===== config.mk =====
export PLATFORM = sky130hd
export DESIGN_NAME = div_accelerator_flat
export DESIGN_NICKNAME = d
export VERILOG_FILES = /design/src/rtl/div_acc_pkg.sv /design/src/rtl/div_accelerator_if.sv /design/src/rtl/div_core.sv /design/src/rtl/div_accelerator.sv /design/src/flat_wrapper.sv
export SDC_FILE = /design/constraint.sdc
export NUM_CORES = 1
export LEC_CHECK = 0
export CAP_MARGIN = 20
export CELL_PAD_IN_SITES_DETAIL_PLACEMENT = 0
export CELL_PAD_IN_SITES_GLOBAL_PLACEMENT = 1
export CORE_ASPECT_RATIO = 0.6
export CORE_MARGIN = 5
export CORE_UTILIZATION = 35
export CTS_CLUSTER_SIZE = 14
export DETAILED_ROUTE_END_ITERATION = 16
export PLACE_DENSITY = 0.69
export REMOVE_ABC_BUFFERS = 1
export SETUP_SLACK_MARGIN = 0.2
export SLEW_MARGIN = 20
export SYNTH_ARGS = -nofsm -noshare
export SYNTH_HDL_FRONTEND = slang
export SYNTH_SLANG_ARGS = --single-unit
export TNS_END_PERCENT = 50

===== constraint.sdc =====
create_clock -name clk -period 3.15 [get_ports clk]
set_input_delay 0.315 -clock clk [delete_from_list [all_inputs] [get_ports clk]]
set_output_delay 0.315 -clock clk [all_outputs]
set_load 0.02 [all_outputs]

===== src/rtl/div_acc_pkg.sv =====
// Shared definitions for the memory-mapped divider: register offsets,
// controller state encoding and STATUS/CTRL bit positions.
package div_acc_pkg;

    localparam logic [2:0] OFF_DIVIDEND = 3'd0;
    localparam logic [2:0] OFF_DIVISOR  = 3'd1;
    localparam logic [2:0] OFF_CTRL     = 3'd2;
    localparam logic [2:0] OFF_STATUS   = 3'd3;
    localparam logic [2:0] OFF_QUOT     = 3'd4;
    localparam logic [2:0] OFF_REM      = 3'd5;

    localparam int STATUS_DONE_BIT = 0;
    localparam int STATUS_ERR_BIT  = 1;
    localparam int STATUS_BUSY_BIT = 2;

    localparam int CTRL_GO_BIT = 0;

    typedef enum logic [1:0] {
        IDLE = 2'd0,
        BUSY = 2'd1,
        DONE = 2'd2
    } div_state_e;

endpackage


===== src/rtl/div_accelerator_if.sv =====
// Data-memory bus slice seen by the divider: address-decoded write strobe,
// word offset, write/read data and the Busy indication.
interface div_accelerator_if #(
    parameter int WIDTH = 32
);
    logic             WE;
    logic [2:0]       A;
    logic [WIDTH-1:0] WD;
    logic [WIDTH-1:0] RD;
    logic             Busy;

    modport master (
        output WE,
        output A,
        output WD,
        input  RD,
        input  Busy
    );

    modport slave (
        input  WE,
        input  A,
        input  WD,
        output RD,
        output Busy
    );
endinterface


===== src/rtl/div_core.sv =====
// Restoring-division datapath: working remainder/quotient shift register,
// private divisor copy and step counter. The controller loads it at Go and
// steps it once per BUSY cycle; the next-step values are exposed so the
// final step can be committed on the same edge it is computed.
module div_core #(
    parameter int WIDTH = 32
) (
    input  logic             clk,
    input  logic             rst,
    input  logic             load_i,
    input  logic             step_i,
    input  logic [WIDTH-1:0] dividend_i,
    input  logic [WIDTH-1:0] divisor_i,
    output logic [WIDTH-1:0] quo_next_o,
    output logic [WIDTH-1:0] rem_next_o,
    output logic             last_step_o
);

    localparam int CW = $clog2(WIDTH) + 1;

    logic [WIDTH-1:0] rem_q, rem_d;
    logic [WIDTH-1:0] quo_q, quo_d;
    logic [WIDTH-1:0] div_q;
    logic [CW-1:0]    count_q;
    logic [WIDTH:0]   shifted;
    logic [WIDTH:0]   diff;

    // One restoring step: shift the next dividend bit into the remainder and
    // subtract the divisor at WIDTH+1 bits so the shifted-out MSB is kept.
    always_comb begin
        shifted = {rem_q, quo_q[WIDTH-1]};
        diff    = shifted - {1'b0, div_q};
        rem_d   = shifted[WIDTH-1:0];
        quo_d   = {quo_q[WIDTH-2:0], 1'b0};
        if (!diff[WIDTH]) begin
            rem_d = diff[WIDTH-1:0];
            quo_d = {quo_q[WIDTH-2:0], 1'b1};
        end
    end

    // Working registers: reloaded at Go, advanced once per step.
    always_ff @(posedge clk or negedge rst) begin
        if (!rst) begin
            rem_q   <= '0;
            quo_q   <= '0;
            div_q   <= '0;
            count_q <= '0;
        end else if (load_i) begin
            rem_q   <= '0;
            quo_q   <= dividend_i;
            div_q   <= divisor_i;
            count_q <= '0;
        end else if (step_i) begin
            rem_q   <= rem_d;
            quo_q   <= quo_d;
            count_q <= count_q + CW'(1);
        end
    end

    assign quo_next_o  = quo_d;
    assign rem_next_o  = rem_d;
    assign last_step_o = (count_q == CW'(WIDTH - 1));

endmodule


===== src/rtl/div_accelerator.sv =====
// Memory-mapped iterative unsigned divider: operand/result register file,
// write decode, combinational read mux and the IDLE/BUSY/DONE controller.
module div_accelerator
    import div_acc_pkg::*;
#(
    parameter int WIDTH = 32
) (
    input  logic              clk,
    input  logic              rst,
    div_accelerator_if.slave  bus
);

    logic [WIDTH-1:0] dividend_q, dividend_d;
    logic [WIDTH-1:0] divisor_q, divisor_d;
    logic [WIDTH-1:0] quot_q;
    logic [WIDTH-1:0] rem_q;
    logic             done_q;
    logic             err_q;
    logic             busy_q;
    div_state_e       state_q;

    logic             goWrite;
    logic             coreLoad;
    logic             coreStep;
    logic [WIDTH-1:0] coreQuoNext;
    logic [WIDTH-1:0] coreRemNext;
    logic             coreLastStep;
    logic [WIDTH-1:0] readData;

    assign goWrite  = bus.WE && (bus.A == OFF_CTRL) && bus.WD[CTRL_GO_BIT];
    assign coreLoad = goWrite && (state_q != BUSY) && (divisor_q != '0);
    assign coreStep = (state_q == BUSY);

    div_core #(
        .WIDTH(WIDTH)
    ) u_core (
        .clk        (clk),
        .rst        (rst),
        .load_i     (coreLoad),
        .step_i     (coreStep),
        .dividend_i (dividend_q),
        .divisor_i  (divisor_q),
        .quo_next_o (coreQuoNext),
        .rem_next_o (coreRemNext),
        .last_step_o(coreLastStep)
    );

    // Operand write decode; accepted in every state since the core works on its own copy.
    always_comb begin
        dividend_d = dividend_q;
        divisor_d  = divisor_q;
        if (bus.WE && (bus.A == OFF_DIVIDEND)) begin
            dividend_d = bus.WD;
        end
        if (bus.WE && (bus.A == OFF_DIVISOR)) begin
            divisor_d = bus.WD;
        end
    end

    // Operand registers.
    always_ff @(posedge clk or negedge rst) begin
        if (!rst) begin
            dividend_q <= '0;
            divisor_q  <= '0;
        end else begin
            dividend_q <= dividend_d;
            divisor_q  <= divisor_d;
        end
    end

    // Controller: Go handling, divide-by-zero shortcut and result commit on the last step.
    always_ff @(posedge clk or negedge rst) begin
        if (!rst) begin
            state_q <= IDLE;
            quot_q  <= '0;
            rem_q   <= '0;
            done_q  <= 1'b0;
            err_q   <= 1'b0;
            busy_q  <= 1'b0;
        end else begin
            case (state_q)
                IDLE, DONE: begin
                    if (goWrite) begin
                        if (divisor_q != '0) begin
                            state_q <= BUSY;
                            busy_q  <= 1'b1;
                            done_q  <= 1'b0;
                            err_q   <= 1'b0;
                        end else begin
                            state_q <= DONE;
                            quot_q  <= '1;
                            rem_q   <= dividend_q;
                            done_q  <= 1'b1;
                            err_q   <= 1'b1;
                        end
                    end
                end
                BUSY: begin
                    if (coreLastStep) begin
                        state_q <= DONE;
                        quot_q  <= coreQuoNext;
                        rem_q   <= coreRemNext;
                        done_q  <= 1'b1;
                        busy_q  <= 1'b0;
                    end
                end
                default: begin
                    state_q <= IDLE;
                    busy_q  <= 1'b0;
                end
            endcase
        end
    end

    // Combinational read mux so a load sees the current register contents.
    always_comb begin
        readData = '0;
        case (bus.A)
            OFF_DIVIDEND: readData = dividend_q;
            OFF_DIVISOR:  readData = divisor_q;
            OFF_STATUS: begin
                readData[STATUS_DONE_BIT] = done_q;
                readData[STATUS_ERR_BIT]  = err_q;
                readData[STATUS_BUSY_BIT] = busy_q;
            end
            OFF_QUOT:     readData = quot_q;
            OFF_REM:      readData = rem_q;
            default:      readData = '0;
        endcase
    end

    assign bus.RD   = readData;
    assign bus.Busy = busy_q;

endmodule


===== src/flat_wrapper.sv =====
// flat-port wrapper written by rule: the top's interface ports become plain ports
module div_accelerator_flat import div_acc_pkg::*;
#(
    parameter int WIDTH = 32
)
  (clk, rst, bus_WE, bus_A, bus_WD, bus_RD, bus_Busy);
  div_accelerator_if #(.WIDTH(WIDTH)) bus_i ();
  input  logic clk;
  input  logic rst;
  input wire logic [$bits(bus_i.WE)-1:0] bus_WE;
  input wire logic [$bits(bus_i.A)-1:0] bus_A;
  input wire logic [$bits(bus_i.WD)-1:0] bus_WD;
  output wire logic [$bits(bus_i.RD)-1:0] bus_RD;
  output wire logic [$bits(bus_i.Busy)-1:0] bus_Busy;
  assign bus_i.WE = bus_WE;
  assign bus_i.A = bus_A;
  assign bus_i.WD = bus_WD;
  assign bus_RD = bus_i.RD;
  assign bus_Busy = bus_i.Busy;
  div_accelerator #(.WIDTH(WIDTH)) u_core (.clk(clk), .rst(rst), .bus(bus_i));
endmodule

==> results, run 1 <==
- The tightest slew margin relative to the limit is 0.478.
- The sequential cells in the finished layout cover a total of between 5000 and 6000 µm².
- The type of the most critical hold path is in -> reg.
- After the first detailed-routing iteration, the DRC count stood at about 860.
- The die is about 160 µm tall.
- The unique cell type count in the Yosys netlist is between 60 and 70.
- The total count of hold-check failures in the final report is 0.
- The post-route minimum period is between 2 and 3 ns.
- STA puts the critical path data required time at 3.60 ns.
- The maximum ir drop on the vdd rail is ~520 µV.
- CTS built an H-tree with a depth of 1.
- The endpoint of the lowest-slack register-to-register path is u_core.rem_q[1].
- Ranked by total cell area, the synthesized netlist is headed by dfrtp_1, mux2_2, mux2i_1, nand2_1, a22oi_1.
- The dominant register cell in the synthesized netlist is dfrtp_1.
- The number of global-route vias before repair is 10.0k.
- The number of antenna violations at the first check in global routing was 0.
- The run finished with clean final reports.
- The critical path is of the reg -> reg type.
- Synthesis inferred 235 register bits.
- The capturing element of the worst setup path is u_core.rem_q[1].
- STA classifies the critical path endpoint as a flip-flop.
- For the final database, setup skew stands at 0.0193 ns.
- For met2 alone, demand over resource in global routing was 0.256.
- STA classifies the critical path startpoint as a flip-flop.
- The area fraction of the dominant cell type after synthesis is 0.477.
- The global router's overall resource usage is 0.193.
- The share of the clock period used by the worst path after layout is 0.912.
- The remaining antenna violation count after routing is 0.
- The critical path crosses 11 cells after its start point.
- Relative to the synthesized area, the layout overhead comes to 22.2%.
- Across all setup checks in the final design, the least slack found is around 0.28 ns.
- For this block, the routed nets add up to 37800 µm of wire.
- The ratio of total power to cell area is between 1000 and 1500 nW/µm².
- The floorplan step set the die width to around 250 µm.
- The layout has 3400 filler cells.
- The total of endpoints with negative setup slack in the final report is 0.
- The standard-cell row count is 53.
- Setup total negative slack on the finished layout was measured at 0 ns.
- The max-cap check violation count is 0.
- In this run the critical register-to-register path is launched from u_core.u_core.rem_q[22].
- The later pin in the worst-skew pair is clocked with a latency of 0.54 ns.
- For this run, the post-layout net count is 1383.
- Setup repair after global routing could not meet its margin everywhere.
- Along the worst path, the maximum fanout reaches 6.
- The largest total area in the synthesized netlist belongs to dfrtp_1.
- After synthesis, the share of flip-flops with an asynchronous set or reset is 1.00.
- The cell with the largest stage delay on the worst path is dfrtp_1.
- Setup slack on the worst reg-to-reg path comes out at between 0.2 and 0.3 ns.
- The clock tree root driver cell is clkbuf_16.
- Across all layers, the routed design uses 9894 vias.
- The top cell family by delay on the critical path is compound AO/OA/AOI/OAI gates.
- The count of input and output buffers is 70.
- The core footprint is between 30000 and 40000 µm².
- The worst hold margin is 0.375 ns.
- A synthesized cell averages 10.1 µm².
- The initial core utilization is 0.354.
- With fillers left out, the area of the finished cells amounts to 15100 µm².
- The cell area after synthesis is 12300 µm².
- In this run the worst setup path begins at u_core.u_core.rem_q[22].
- At the worst endpoint, the arrival time is 3.32 ns.
- The number of remaining DRC errors is 0.
- 71 I/O pins were placed.
- The cell count after synthesis came out at 1220.
- The die covers 39200 µm².
- The slew at the pin with the worst max-slew slack is 0.783 ns.
- The multi-input combinational cell area is 6250 µm².
- The analysis attributes to cell leakage a power of 0.00655 µW.
- The routed wirelength normalized by instance count is 21.1 µm.
- The delay of the slowest cell on the worst path is roughly 0.40 ns.
- Entering global routing, the biggest net connects 95 pins.
- The HPWL reported at the end of detailed placement is approximately 26000 µm.
- The number of synthesized flops with an enable pin is 0.
- The total congestion overflow is 0.
- In this run the cell area measured after placement is approximately 14000 µm².
- The layout cell share with drive strength beyond 1 is 0.197.
- Of the synthesized area, sequential elements account for 0.477.
- The warning count from the yosys run is 0.
- The TritonCTS clock tree is built.
- The clock net in this run drives a total of approximately 240 sinks.
- 0 antenna diodes ended up in the layout.
- The maximum frequency from static timing analysis is 0.348 GHz.
- Buffers inserted during clock tree synthesis total 24.
- The buffers plus inverters on the worst setup path is 1.
- The number of max-slew violations in the final report is 0.
- The final weighted congestion in routability-driven placement is ~0.87.
- The worst setup slack before clock tree synthesis is 0.0721 ns.
- The global-route met3 utilization is 0.0419.
- The pre-antenna-repair detailed-routing pass consisted of 5 iterations.
- The first global-routing pass estimated just over 60000 µm of wire.
- The maximum buffer depth of the clock tree is 3.
- For this run, global-route usage on met1 was measured as 0.321.
- The number of vias per cell after detailed routing is 5.52.
- The layer flagged by global routing as most heavily used is met1.
- The path depth of the worst reg2reg path is 11.
- After clock tree synthesis, the clock-pin slew on the worst setup and hold paths is 0.07 ns.
- Walking the worst path, the cells encountered are ha_1 -> and3_2 -> and2_2 -> a21oi_1 -> o21a_1 -> o21ai_2 -> o21a_4 -> nor2_8 -> buf_6 -> mux2_2 -> o211ai_1.
- After layout, the design draws a total of 15400 µW.
## cells by family (layout without fill, tap and decap cells)
logic type | after synthesis | count (layout) | share of synthesized area
buffers and inverters | 120 | 225 | 0.0390
adder cells (fa/ha/maj) | 34 | 34 | 0.0351
flip-flops | 235 | 235 | 0.477
AO/OA/AOI/OAI | 354 | 354 | 0.196
AND/OR/NAND/NOR | 320 | 320 | 0.121
multiplexers | 130 | 130 | 0.113
XOR/XNOR | 27 | 27 | 0.0192
## synthesized netlist by cell type (all sizes together) (2+ instances only)
master,n
a211oi,2
a21o,11
a21oi,47
a221o,2
a22oi,64
a311oi,3
a31oi,6
and2,10
and3,7
buf,14
clkbuf,64
dfrtp,235
ha,33
inv,42
mux2,70
mux2i,60
nand2,160
nand2b,9
nand3,52
nand4,11
nor2,34
nor2b,6
nor3,7
nor3b,2
nor4,11
o211a,2
o211ai,23
o21a,9
o21ai,130
o21bai,4
o22a,32
o22ai,9
or2,3
or3,5
xnor2,17
xor2,10
## repair_timing
item / 4_1_cts / 5_1_grt
endpoints found under the setup margin: 14 / 63
hold endpoints to repair: 90 / 0
cloned: 0 / 0
hold buffers: 1 / 0
gates resized for setup: 3 / 49
buffers inserted: 2 / 5
pin swaps: 2 / 10
## worst min-delay path, cell delays in order
cell and delay, ns:
clkdlybuf4s50_1 0.42, nand2_1 0.06, o21ai_0 0.06
## power by group
part	internal, µW	switching, µW	leakage (µW)
logic	3380	4010	0.00332
registers	4180	997	0.00284
clock network	1630	1240	0.000380
## per-layer routing
| layer | vias up | routed length (µm) |
|---|---|---|
| met4 | 0 | 477 |
| li1 | 4605 | - |
| met3 | 39 | 2660 |
| met5 | - | 0 |
| met2 | 280 | 14500 |
| met1 | 4970 | 20200 |
## state kept, by name (all words and copies together), names as in the netlist
name and count:
u_core.rem_q 32, u_core.u_core.rem_q 32, u_core.u_core.quo_q 32, u_core.state_q 2, u_core.u_core.count_q 6, u_core.bus.Busy 1
u_core.err_q 1, u_core.quot_q 32, u_core.u_core.div_q 32, u_core.divisor_q 32, u_core.done_q 1, u_core.dividend_q 32
## area by class of cell
class,instances,share of cell area
well taps,467,0.0388
flip-flops and latches,235,0.390
clock buffers,37,0.0498
clock inverters,3,0.00158
repair buffers,143,0.0949
multi-input cells,865,0.414
inverters,42,0.0105
## through the flow
step                std cells   util
finish                   1792  0.432
CTS                      1787  0.425
floorplan                1142      -
detailed placement       1744  0.402
global route             1792  0.432
global placement         1744  0.402
## placed cells by master (no fill, tap or decap), types with 6 or more instances in the layout
| cell | count |
|---|---|
| o21ai_0 | 92 |
| xnor2_1 | 16 |
| and3_1 | 6 |
| nand3_1 | 52 |
| buf_4 | 56 |
| a21oi_2 | 6 |
| buf_12 | 13 |
| and2_1 | 6 |
| o22ai_1 | 9 |
| mux2i_2 | 11 |
| inv_1 | 41 |
| xor2_1 | 10 |
| clkbuf_8 | 8 |
| nand2b_1 | 7 |
| clkbuf_16 | 25 |
| dfrtp_1 | 235 |
| o211ai_2 | 14 |
| mux2i_1 | 45 |
| clkdlybuf4s50_1 | 69 |
| mux2_2 | 68 |
| a21o_1 | 10 |
| o211ai_1 | 9 |
| nor4_1 | 10 |
| o22a_1 | 32 |
| o21ai_1 | 33 |
| a22oi_1 | 64 |
| ha_1 | 28 |
| nand4_1 | 11 |
| o21a_1 | 8 |
| nand2_1 | 159 |
| a21oi_1 | 39 |
| nor2_1 | 31 |
## how the worst min path moves through the flow
stage	startpoint	to	slack, ns	cells past startpoint
after floorplan	rst	u_core.bus.Busy	0.02	0
after global placement	rst	u_core.quot_q[11]	0.40	1
after detailed placement	rst	u_core.u_core.quo_q[10]	0.41	1
after CTS	bus_WD[28]	u_core.dividend_q[28]	0.36	3
after global routing	bus_WD[10]	u_core.divisor_q[10]	0.42	2
final	bus_WD[28]	u_core.dividend_q[28]	0.37	3
Note: power is estimated with default switching activity, not from simulation.
==> run 2, diff against run 1 <==
--- a/config.mk
+++ b/config.mk
@@ -13,11 +13,11 @@
 export CORE_UTILIZATION = 35
 export CTS_CLUSTER_SIZE = 14
 export DETAILED_ROUTE_END_ITERATION = 16
-export PLACE_DENSITY = 0.69
+export PLACE_DENSITY = 0.73
 export REMOVE_ABC_BUFFERS = 1
 export SETUP_SLACK_MARGIN = 0.2
 export SLEW_MARGIN = 20
 export SYNTH_ARGS = -nofsm -noshare
 export SYNTH_HDL_FRONTEND = slang
 export SYNTH_SLANG_ARGS = --single-unit
-export TNS_END_PERCENT = 50
+export TNS_END_PERCENT = 5
==> run 2 against run 1 <==
  * Register-to-register slack barely moved
  * Non-clock buffer count fell by 9
  * Core utilization fell by 0.63 points
  * Critical path type unchanged
  * Highest routed layer unchanged
  * First-iteration DRC count rose by 1.3%
  * Flip-flop and latch count did not move
  * Wire length fell by 1.2%
  * Global-route usage fell by 0.41 points
  * Via count fell by 1.1%
  * Cell area fell by 1.5%
  * Largest cell class unchanged
==> results, run 2 (synthesis gave the netlist of run 1 again) <==
- The run finished with clean final reports.
- Entering global routing, the biggest net connects 94 pins.
- The clock reaches the later pin of the worst-skew pair after 0.54 ns.
- The peak fanout along the critical path is 4.
- The net total in the final layout is 1373.
- For this run, the detailed router's first-pass iteration total came to 5.
- The congestion estimate from routability-driven global placement came to 0.913.
- The endpoint of the lowest-slack register-to-register path is u_core.rem_q[24].
- The post-layout instance area is 14900 µm².
- Max-cap violations in this run came to 0.
- The worst hold margin is 0.391 ns.
- In the finished design, the share of the clock period the worst path needs comes to 0.916.
- The total of endpoints with negative setup slack in the final report is 0.
- The clock transition time at the flip-flop clock pins of the worst setup and hold paths is about 0.080 ns.
- The root buffer cell chosen for the clock tree is clkbuf_16.
- For this run, the top clock speed supported by timing is 0.347 GHz.
- The floorplan has 53 rows.
- The wire length of the first global-routing pass is 59200 µm.
- The initial utilization of the core area, before any placement, comes to 0.354.
- The floorplan step defined a die boundary enclosing just under 40000 µm².
- The library cell used most frequently in the layout, excluding fill and tap cells, is dfrtp_1.
- The TritonCTS clock tree is built.
- The count of boundary I/O pins is 71.
- The maximum buffer depth of the clock tree is 3.
- The total count of hold-check failures in the final report is 0.
- The number of vias per cell after detailed routing is 5.50.
- After filler insertion, the fill cell instance count of the layout stands at roughly 3.4k.
- STA puts the critical path data arrival time at 3.29 ns.
- The type of the most critical hold path is in -> async.
- The number of cells on the worst reg-to-reg path is 11.
- The number of global-route vias before repair came to 9732.
- The number of antenna violations at the first check in global routing is 0.
- In this run the remaining antenna-violating nets after routing total 0.
- The total congestion overflow is 0.
- Summing internal, switching and leakage power gives roughly 15000 µW.
- The flip-flop and latch area is 5880 µm².
- The cell leakage power is between 0.006 and 0.007 µW.
- The maximum ir drop on the vdd rail is 439 µV.
- The tightest slew margin relative to the limit is 0.465.
- Dividing the detail-routed wire length by the instance count gives 21.0 µm.
- The number of max-slew violations in the final report is 0.
- The core footprint is 34900 µm².
- The routed design could run at a clock period as short as around 2.9 ns.
- The vertical die dimension is 155 µm.
- The global router's overall resource usage is 0.189.
- The total wirelength of the detailed-routed design is 37400 µm.
- The most critical setup path has its startpoint at u_core.u_core.rem_q[2].
- The number of remaining DRC errors is 0.
- The routed layout has roughly 9.8k vias.
- Setup repair after global routing could not meet its margin everywhere.
- Once placement finished, the instance area stood at 14000 µm².
- The clock skew is 0.0163 ns.
- The data required time at the worst endpoint is 3.56 ns.
- TritonCTS created 23 clock buffers.
- The number of levels in the clock H-tree is 1.
- Following the worst setup path forward leads to its endpoint at u_core.rem_q[24].
- The critical path is of the reg -> reg type.
- For this design the ratio of total power to cell area is 999 nW/µm².
- The multi-input combinational cell area is about 6100 µm².
- The endpoint class of the critical path is a flip-flop.
- The layout cell share with drive strength beyond 1 is 0.168.
- The die extent in x is 252 µm.
- During placement, the flow inserted port buffers numbering 70.
- The antenna diode count is 0.
- The final-layout setup total negative slack is 0 ns.
- The critical path launch point type is a flip-flop.
- The worst register-to-register path begins at u_core.u_core.rem_q[2].
- The fraction of the core area covered by cells at the end of the flow is 0.426.
- The first routing iteration left 866 violations.
- The number of sinks on the clock net is 235.
- After legalization and detailed placement, the total HPWL measured 25900 µm.
- The worst register-to-register path has a setup slack of 0.26 ns.
- At the pin with the least slew margin, the transition time is around 0.80 ns.
- The top cell types in the final layout, fill and taps aside, are dfrtp_1, nand2_1, o21ai_0.
- Compared with the post-synthesis result, the final layout area differs by 20.5%.
run 2: changes by cell type in the layout (fill, tap and decap cells not counted), moves of 3 or more:
cell / change
ha_1: +4
mux2i_1: +13
buf_4: -13
clkbuf_8: -3
mux2i_4: -4
buf_12: +7
clkinv_2: +3
a21oi_1: +3
buf_6: -3
a21oi_2: -3
mux2i_2: -9
run 2: layer usage:
layer	up-vias	GRT usage	wire length (µm)
met5	-	0	0
met2	253	0.243	14100
met4	0	0.0315	622
li1	4587	-	-
met3	40	0.0364	2140
met1	4906	0.321	20500
run 2: repair_timing:
| item | CTS | global route |
|---|---|---|
| resized for setup | 2 | 10 |
| endpoints found under the setup margin | 24 | 63 |
| buffers inserted | 3 | 6 |
| hold buffers | 1 | 0 |
| pin swaps | 4 | 5 |
| endpoints found under the hold margin | 89 | 0 |
run 2: stage by stage:
| step | std cells | worst slack (ns) |
|---|---|---|
| 5_1_grt | 1780 | 0.111 |
| 4_1_cts | 1774 | 0.202 |
| 6_report | 1780 | 0.265 |
| 2_1_floorplan | 1142 | -3.38 |
| 3_5_place_dp | 1733 | 0.101 |
| 3_3_place_gp | 1733 | 0.179 |
run 2: worst min-delay path by stage:
stage	cells past startpoint	endpoint	startpoint	slack [ns]
floorplan	0	u_core.bus.Busy	rst	0.02
global placement	1	u_core.quot_q[10]	rst	0.41
detailed placement	1	u_core.quot_q[10]	rst	0.41
CTS	3	u_core.dividend_q[28]	bus_WD[28]	0.38
global route	3	u_core.dividend_q[28]	bus_WD[28]	0.39
finish	2	u_core.quot_q[10]	rst	0.39
run 2: area by class of cell:
class | count | share of cell area
clock buffers | 31 | 0.0441
clock inverters | 6 | 0.00396
inverters | 42 | 0.0106
multi-input cells | 865 | 0.409
flip-flops and latches | 235 | 0.396
well taps | 467 | 0.0393
repair buffers | 134 | 0.0969
run 2: worst max-delay path, stage by stage (launching register included):
cell	delay, ns
dfrtp_1	0.41
ha_1	0.38
o211ai_1	0.27
a21oi_4	0.08
buf_4	0.14
buf_4	0.12
o211ai_1	0.24
nand3_1	0.16
a31oi_1	0.25
xnor2_1	0.15
nor4_1	0.42
o41ai_1	0.14
run 2: power breakdown:
group	total, µW	internal, µW	leakage, µW	switching (µW)
sequential	5180	4180	0.00284	1000
combinational	6900	3130	0.00331	3770
clock	2760	1530	0.000357	1230
==> run 3, diff against run 2 <==
--- a/config.mk
+++ b/config.mk
@@ -13,7 +13,7 @@
 export CORE_UTILIZATION = 35
 export CTS_CLUSTER_SIZE = 14
 export DETAILED_ROUTE_END_ITERATION = 16
-export PLACE_DENSITY = 0.73
+export PLACE_DENSITY_LB_ADDON = 0.1
 export REMOVE_ABC_BUFFERS = 1
 export SETUP_SLACK_MARGIN = 0.2
 export SLEW_MARGIN = 20
==> run 3 against run 2 <==
  * Global-route usage rose by 0.65 points
  * Register-to-register slack got worse by 0.03 ns
  * Clock-buffer cell count rose by 3
  * Power rose by 5.3%
  * Critical endpoint is now u_core.u_core.rem_q[26]
  * Combinational power rose by 12%
  * Wire length rose by 2.9%
  * Sequential share of layout area fell by 0.71 points
  * Setup slack got worse by 0.029 ns
  * Non-clock buffer count rose by 17
  * Flip-flop and latch count did not move
==> results, run 3 (synthesis gave the netlist of run 1 again) <==
- The flow ran to the end, and the final reports show no timing, DRC or antenna violations.
- The path depth of the worst reg2reg path is 13.
- The number of antenna violations at the first check in global routing is 1.
- The total of endpoints with negative setup slack in the final report is 0.
- The clock skew is 0.0126 ns.
- The number of clock buffers inserted by TritonCTS is 25.
- STA classifies the critical path endpoint as a flip-flop.
- The floorplan step defined a die boundary enclosing 39200 µm².
- Derived from the worst setup path, the maximum achievable clock frequency is between 0.3 and 0.4 GHz.
- Leaving out fill and tap cells, the most frequent cells in the layout are dfrtp_1, nand2_1, o21ai_0.
- The number of levels in the clock H-tree is 1.
- The routed wirelength normalized by instance count is about 21 µm.
- The vertical die dimension is ~160 µm.
- The congestion estimate from routability-driven global placement came to 0.835.
- Dividing the detail-routed via count by the number of cells gives 5.43.
- The signal on the critical path passes through inv_2 -> ha_2 -> fa_2 -> nand2b_4 -> a21oi_4 -> nor2_2 -> o21ai_2 -> o2111a_2 -> nor3_4 -> nor2_4 -> clkbuf_16 -> mux2i_2 -> o21ai_1.
- The number of global-route vias before repair is around 9.8k.
- The delay of the slowest cell on the worst path is between 0.3 and 0.4 ns.
- The vias after detailed routing is 9773.
- The post-route minimum period is 2.91 ns.
- The clock passes through at most 3 buffers.
- Counting the fill cells in the layout gives 3378.
- The data arrival time of the worst path is between 3 and 4 ns.
- Across the VDD grid, the largest voltage drop is roughly 430 µV.
- The start of the worst register-to-register path is u_core.u_core.quo_q[31].
- The maximum number of pins on one net before global-route repair is between 80 and 90.
- The HPWL reported at the end of detailed placement is 26900 µm.
- The non-filler instance count after layout is 1800.
- Before CTS, the worst setup slack after placement is 0.0908 ns.
- The setup check on the worst reg-to-reg path leaves a slack of 0.24 ns.
- TritonCTS built the clock tree.
- Counting buffers and inverters, the worst setup path is 13 cells deep.
- The number of remaining DRC errors is 0.
- The fraction of the core area covered by cells at the end of the flow is 0.434.
- STA classifies the critical path startpoint as a flip-flop.
- Port buffering added 70 buffers.
- The first global-routing pass estimated 60800 µm of wire.
- In this run the static leakage power is 0.00657 µW.
- The clock transition time at the flip-flop clock pins of the worst setup and hold paths is 0.07 ns.
- The antenna diode count is 0.
- The initial utilization of the core area, before any placement, comes to 0.354.
- Before antenna repair, the detailed router went through 5 iterations.
- The critical path class is reg -> reg.
- The total count of hold-check failures in the final report is 0.
- The core footprint is 34900 µm².
- The worst register-to-register path ends at u_core.u_core.rem_q[26].
- The cell count after placement is roughly 1.7k.
- After floorplanning, the core was divided into 53 placement rows.
- The tree built by TritonCTS fans out to about 240 sinks.
- Together, buffers and inverters on the worst path number 2.
- The max-cap check violation count is 0.
- The data required time at the worst endpoint is 3.55 ns.
- Leaving out fill and tap cells, the most frequent cell in the layout is dfrtp_1.
- For this block, the initial DRC count from the detailed router was 691.
- Setup repair after global routing could not meet its margin everywhere.
- The layout cell share with drive strength beyond 1 is 0.202.
- On the critical path, the stage with the largest delay is an instance of dfrtp_1.
- Global routing finished with a remaining overflow of 0.
- 71 I/O pins were placed.
- The later pin in the worst-skew pair is clocked with a latency of 0.54 ns.
- Broken down by cell family, the worst path's largest delay share belongs to compound AO/OA/AOI/OAI gates.
- For the final routed database, the setup TNS stands at 0 ns.
- The remaining antenna violation count after routing is 0.
- In this run the horizontal extent of the chip is 252 µm.
- The net total in the final layout is 1393.
- For this block, the routed nets add up to 38500 µm of wire.
- The tightest slew margin relative to the limit is 0.538.
- The type of the most critical hold path is in -> async.
- The share of the clock period used by the worst path after layout is 0.925.
- Relative to the synthesized area, the layout overhead comes to 22.7%.
- The slew at the pin with the worst max-slew slack is around 0.69 ns.
- The tree is rooted in a clkbuf_16.
- Final hold analysis gives a worst-case slack of 0.375 ns.
- For this run, the total global-route usage over all layers was measured as 0.195.
- Along the worst path, the maximum fanout reaches 7.
- In this run the power density over the cells is approximately 1000 nW/µm².
- The number of max-slew violations in the final report was 0.
- The worst path meets setup with 0.236 ns of slack.
run 3: metrics by stage:
stage	area, µm²	power [µW]
floorplan	12000	9540
global placement	14000	11900
detailed placement	14000	11900
CTS	14900	15100
global route	15100	16700
finish	15100	15600
run 3: area by class of cell:
cell class                 instances  area [µm²]  area share
clock inverter                     5        32.5     0.00215
tap                              467         584      0.0386
timing repair buffer             151        1510      0.0997
inverter                          42         158      0.0104
sequential                       235        5880       0.389
clock buffer                      34         709      0.0469
multi-input combinational        866        6250       0.413
run 3: worst max-delay path by stage:
stage                            startpoint                       to
detailed placement   u_core.u_core.rem_q[2]         u_core.rem_q[30]
finish              u_core.u_core.quo_q[31]  u_core.u_core.rem_q[26]
floorplan              u_core.divisor_q[19]  u_core.u_core.div_q[10]
global route        u_core.u_core.quo_q[31]         u_core.rem_q[18]
global placement     u_core.u_core.rem_q[2]         u_core.rem_q[30]
CTS                 u_core.u_core.quo_q[31]          u_core.rem_q[6]
run 3: where the power goes:
group / internal, µW / switching, µW
registers: 4180 / 971
logic: 3590 / 4110
clock network: 1560 / 1220
total: 9330 / 6300
run 3: per-layer routing:
metal / vias to the layer above / global-route usage / part of all wire
met5: - / 0 / 0
met4: 0 / 0.0243 / 0.011
met3: 35 / 0.0319 / 0.049
met2: 219 / 0.255 / 0.38
met1: 4886 / 0.336 / 0.56
li1: 4633 / - / -
run 3: timing repair:
item                                    in CTS  in global routing
endpoints found under the hold margin       78                  0
gates resized for setup                      7                 41
setup buffers                                2                  6
hold buffers                                 1                  0
cloned                                       1                  2
endpoints found under the setup margin      40                 63
pin swaps                                    3                 13
